### config.mk
export PLATFORM = sky130hd
export DESIGN_NAME = pipe_out_fifo
export DESIGN_NICKNAME = d
export VERILOG_FILES = /design/src/rtl/pipe_out_fifo.sv
export SDC_FILE = /design/constraint.sdc
export NUM_CORES = 1
export LEC_CHECK = 0
export BUFFER_PORTS_ARGS = -buffer_cell sky130_fd_sc_hd__buf_2
export CORE_ASPECT_RATIO = 0.75
export CORE_MARGIN = 2
export CORE_UTILIZATION = 40
export DETAILED_ROUTE_END_ITERATION = 8
export SYNTH_ARGS = -nofsm -noshare
export SYNTH_HDL_FRONTEND = slang
export SYNTH_SLANG_ARGS = --single-unit
### constraint.sdc
create_clock -name clk_i -period 2.2 [get_ports clk_i]
set_input_delay 0.11 -clock clk_i [delete_from_list [all_inputs] [get_ports clk_i]]
set_output_delay 0.11 -clock clk_i [all_outputs]
set_load 0.01 [all_outputs]
### src/rtl/pipe_out_fifo.sv
// Purpose: output-side pipeline FIFO, a circular buffer between a producer stage and its consumer.
// Latency: 1 cycle minimum; a pushed word appears on the output after its write edge, never in the same cycle (no fall-through).
// Backpressure: input_rdy drops only when full and ignores output_rdy in that cycle; output_valid is high when the FIFO is non-empty.
//
// Ports:
//   clk_i, reset_i             - clock and synchronous active-high reset
//   input_val/valid/rdy        - upstream write side (valid-ready)
//   output_val/valid/rdy       - downstream read side (valid-ready), output_val is the head word
//   level                      - current occupancy 0..DEPTH
//   beat_count                 - number of words accepted since reset, wraps at 16 bits
module pipe_out_fifo #(
    parameter int WIDTH = 5,
    parameter int DEPTH = 4
) (
    input  logic                       clk_i,
    input  logic                       reset_i,
    input  logic [WIDTH-1:0]           input_val,
    input  logic                       input_valid,
    output logic                       input_rdy,
    output logic [WIDTH-1:0]           output_val,
    output logic                       output_valid,
    input  logic                       output_rdy,
    output logic [$clog2(DEPTH):0]     level,
    output logic [15:0]                beat_count
);

    localparam int AW = $clog2(DEPTH);
    localparam int LW = AW + 1;

    logic [WIDTH-1:0] mem [DEPTH];
    logic [AW-1:0]    wr_ptr;
    logic [AW-1:0]    rd_ptr;
    logic [LW-1:0]    level_q;
    logic [15:0]      beat_q;

    logic push;
    logic pop;

    // Handshake flags come only from the registered occupancy, so input_rdy
    // never has a combinational path from output_rdy (a pop at full frees a
    // slot only from the next cycle).
    assign input_rdy    = (level_q != LW'(DEPTH));
    assign output_valid = (level_q != '0);

    assign push = input_valid && input_rdy;
    assign pop  = output_valid && output_rdy;

    assign output_val = mem[rd_ptr];
    assign level      = level_q;
    assign beat_count = beat_q;

    // Storage carries no reset; stale words are unreachable once the pointers
    // and level are cleared.
    always_ff @(posedge clk_i) begin
        if (push) begin
            mem[wr_ptr] <= input_val;
        end
    end

    // DEPTH is a power of two, so the pointers wrap from DEPTH-1 to 0 by
    // plain overflow.
    always_ff @(posedge clk_i) begin
        if (reset_i) begin
            wr_ptr  <= '0;
            rd_ptr  <= '0;
            level_q <= '0;
            beat_q  <= '0;
        end else begin
            if (push) begin
                wr_ptr <= wr_ptr + AW'(1);
                beat_q <= beat_q + 16'd1;
            end
            if (pop) begin
                rd_ptr <= rd_ptr + AW'(1);
            end
            if (push && !pop) begin
                level_q <= level_q + LW'(1);
            end else if (pop && !push) begin
                level_q <= level_q - LW'(1);
            end
        end
    end

endmodule

Yosys cells after proc, flatten, opt, wreduce, memory -nomap -nowiden:

Memory sizes are Yosys's and may differ from the RTL's. A register that Yosys moved wholly into a read port is not among the register bits.
Cells that the tools add are included.

* memories: 1
* output and inout port bits: 26
* register bits: 23
* bits in writable memories: 20
* bits of input ports: 9
* word-level logic and storage cells: 25

Memory list
* mem: depth 4, bits a word 5, read ports 1, clocked after memory_dff 1, write ports 1, RTL line 30 `logic [WIDTH-1:0] mem [DEPTH];`

* muxes and demuxes: 6
* eq/ne operators: 1
* reduce and logical (&&, ||, !) cells: 8
* $add $sub $neg: 5

Operator list (number)
* $add 16x1->16 const B: 1
* $mux 3: 2
* $add 2x1->2 const B: 2
* $logic_and 1x1->1: 4
* $mux 2: 2
* $add 3x1->3 const B: 1
* $ne 3x3->1 const B: 1
* $reduce_bool 3->1: 1
* $sub 3x1->3 const B: 1
* $logic_not 1->1: 2
* $mux 1: 2
* $reduce_bool 2->1: 1

Logic depth before layout (Yosys ltp):

* depth in word-level cells: 6
* gate-level depth with buffers: 9
* depth with buffers taken out: 8

Worst setup path before layout:

OpenSTA, ideal clock, no wires.

* path type: register -> register
* start: reg level_q[0], in the netlist level[0]
* end: reg level_q[2], in the netlist level[2]
* library setup time: 0.070 ns
* data required time: 2.130 ns
* path buffers: 1
* period minus slack after synthesis: 2.249 ns
* arrival: 2.179 ns
* cell stages (with the launch flop): 10
* path slack: -0.049 ns
* cell sequence: dfxtp_1 nor3b_1 nor2b_1 clkbuf_1 ha_1 inv_1 fa_1 xor2_1 or3_1 a21oi_1

* longest elaborated chain between the ends: 5
* elaborated cells between the ends (all ways): 13
* those cells by class: 2 x add/sub; 1 x eq/ne; 2 x mux; 8 x reduce/logical

RTL lines
* start: declaration: RTL line 33 `logic [LW-1:0] level_q;`
* start signal: assignment: RTL line 77 `level_q <= level_q + LW'(1);`
* start signal: assignment: RTL line 79 `level_q <= level_q - LW'(1);`
* $ne 3x3->1 (*): RTL line 42 `assign input_rdy = (level_q != LW'(DEPTH));`
* $logic_and 1x1->1 (*): RTL line 45 `assign push = input_valid && input_rdy;`
* via push: RTL line 36 `logic push;`
* $logic_not 1->1: RTL line 78 `end else if (pop && !push) begin`
* $logic_and 1x1->1: RTL line 78
* $reduce_bool 2->1 (no source line)

Mark *: on every way through the listed nets, which the timed path passes. The rest lies on a longest branch. The select of a mux whose other input is x is not followed.
A chain may end at the register's enable or synchronous reset.

Worst setup path in the final report:

* start: reg level_q[2], in the netlist level[2]
* end: reg level_q[2], in the netlist level[2]

* longest elaborated chain between the ends: 5
* elaborated cells between the ends (all ways): 13
* those cells by class: 2 x add/sub; 1 x eq/ne; 2 x mux; 8 x reduce/logical

RTL lines
* branches (longest 5 deep; another with $sub 3x1->3)

Parallel ways; which one is timed is not known. The select of a mux whose other input is x is not followed.

==> results.toml <==
[global_routing]
gr-total-overflow = 0
grt_pass1_vias = 1202
track_usage = 0.143
antenna_found_initial = 0
grt_first_pass_wirelength_mm = 5.86
grt_max_degree = 25

[yosys]
synth_ff_type = "dfxtp_1"
yosys_warnings = 0
synth_area_leaders = "edfxtp_1 32%, dfxtp_1 26%, mux4_2 5.9%, xnor2_1 4.6%, ha_1 4.0%"
seq_area_frac_synth = 0.580
synth_fp_nets = 170
synthTopCellsByCount = "25 x dfxtp_1, 20 x edfxtp_1, 17 x nor2_1, 10 x xnor2_1, 7 x a21oi_1"
synth_cells = 154
yosysUniqueCellTypes = 31
syn_area_mm2 = 0.00190
syn-mean-instance-area_um2 = 12.3
synth_top_area_frac = 0.316
synth_edf_count = 20
ys_seq_elements = 45
async_flop_share = 0
yosysMostFrequentCell = "dfxtp_1"
synth_top_cell_by_area = "edfxtp_1"

[pwr]
power.leakage_nw = 0.857
switching_share = 0.290
ir_worst_vdd_mv = 0.550
power_density_mw_per_mm2 = 989
p_sw_mw = 0.650
power.share.sequential = 0.478
power.clock.fraction = 0.273
power_mw = 2.25
p_int_mw = 1.60
power_frac_comb = 0.249

[setup_path]
startpoint_type = "register"
worstPathRequired_ns = 2.42
r2r_start = "level[2]$_SDFFE_PP0P_"
cp_data_arrival_time_ns = 2.34
crit_path_max_fanout = 5
timing.rr.end = "level[2]$_SDFFE_PP0P_"
worstSetupStartpoint = "level[2]$_SDFFE_PP0P_"
end_kind = "register"
ff2ff_setup_slack_ns = 0.08
critical_path_class = "register to register"
ff2ff_path_depth = 8
crit_end = "level[2]$_SDFFE_PP0P_"

[timing]
finalCritPeriodShare = 0.965
relSlewSlack = 0.698
worstMarginPinSlew_ns = 0.453
fmax_ghz = 0.471
final_hold_viol_count = 0
setup_viol = 0
finalMaxSlewViolations = 0
period_needed_ns = 2.12
setup_tns_ns = 0
final.setup.worst_slack_ns = 0.0777
skew_ns = 0.00708

[cells_and_area]
nNetsFinal = 209
drive_gt1_frac = 0.309
stdcell_area_mm2 = 0.00227
diodes = 0
num-fill-cells = 409
area_growth_pct = 19.6
stdcell_count = 251

[cts]
cts_root_buffer = "clkbuf_8"
clkTransAtPathRegs_ns = 0.09
cts_max_path_buffers = 2
cts_buffers = 5
ctsHtreeMaxLevel = 2
numClockSinks = 45
cts_tree = "built"
cts_setup_buffers = 0
insertion_delay_ns = 0.29

[drt]
drc_errors = 0
routed_wl_mm = 3.76
drt_pass1_iterations = 4
drt-wirelength-per-cell_um = 15.0
ant_nets = 0
first_iter_violations = 43
via_per_inst = 5.14
vias = 1289

[floorplanning]
initial_core_util = 0.420
core_area_mm2 = 0.00452
die_h_um = 63.7
die_area_mm2 = 0.00532
die_x_um = 83.5
fp-row-count = 21
io_pins = 35

[hold_path]
hold_start = "input_val[1]"
min_path_type = "input pin to register"
min_delay_path_depth = 1

[placement]
dp_slack_ns = 0.0461
gp_congestion = 0.796
place_inst = 243
hpwl_mm = 2.73
dpl-instance-area_mm2 = 0.00214
port_buffers = 34

[flow_run]
drv_cap = 0

[outcome]
status = "complete, no violations"
[what timing repair did]
item,CTS,global route
hold buffers,0,0
setup endpoints to repair,0,1
resized for setup,0,5
[critical path: stages (launching register included)]
cell	delay, ns
dfxtp_2	0.34
or3_4	0.41
nand2_2	0.11
ha_2	0.19
inv_1	0.05
fa_1	0.37
xor2_1	0.16
or3_1	0.30
a21oi_1	0.12
[worst min-delay path by stage]
stage / to
global placement: mem[0][2]$_DFFE_PP_
CTS: mem[0][3]$_DFFE_PP_
finish: mem[0][1]$_DFFE_PP_
global route: mem[0][3]$_DFFE_PP_
detailed placement: mem[0][3]$_DFFE_PP_
floorplan: beat_count[13]$_SDFFE_PP0P_
[layer usage]
metal  vias to the layer above  track usage  part of all wire
met5                         -            0                 0
met4                         0       0.0524             0.012
met3                         4       0.0446             0.037
met2                        27        0.220              0.48
met1                       622        0.192              0.47
li1                        636            -                 -
[metrics by stage]
stage               hold WS [ns]  utilization
floorplan                  0.179            -
global placement           0.319        0.474
global route              0.0140        0.502
detailed placement         0.330        0.474
CTS                       0.0176        0.500
finish                    0.0302        0.502
[layout by cell type, fill, tap and decap left out, types with 5 or more instances in the layout]
master	n
buf_2	34
a21oi_1	7
ha_1	5
xnor2_1	10
nor2_1	17
clkbuf_8	5
o21ai_0	5
mux4_2	5
dfxtp_1	23
inv_1	6
edfxtp_1	20
[logic make-up (layout without fill, tap and decap cells)]
group,count (synthesis),count (layout),synth area share
DFF,45,45,0.580
xor gates and xnor gates,14,14,0.0646
adders and majority gates,7,7,0.0501
and+or+nand+nor,55,55,0.168
muxes,8,8,0.0752
AOI/OAI and AO/OA,14,14,0.0402
buffers and inverters,11,51,0.0218
[registers in the layout, summed over array words and instances (netlist names), named ones only]
signal and count:
mem 20, beat_count 16, level 3, wr_ptr 2, rd_ptr 2
[power by group through the flow]
stage / logic (mW) / clock network, mW / registers [mW]
floorplan: 0.362 / 0 / 1.07
global placement: 0.517 / 0 / 1.08
detailed placement: 0.543 / 0 / 1.09
CTS: 0.547 / 0.636 / 1.07
global route: 0.611 / 0.660 / 1.09
finish: 0.559 / 0.614 / 1.07
[area by class of cell]
class / instances / area, um^2 / area share
sequential: 45 / 1100 / 0.486
multi-input combinational: 98 / 766 / 0.337
timing repair buffer: 37 / 193 / 0.0848
tap: 57 / 71.3 / 0.0314
clock buffer: 5 / 68.8 / 0.0303
clock inverter: 3 / 46.3 / 0.0204
inverter: 6 / 22.5 / 0.00992
(Power assumes the default switching activity.)
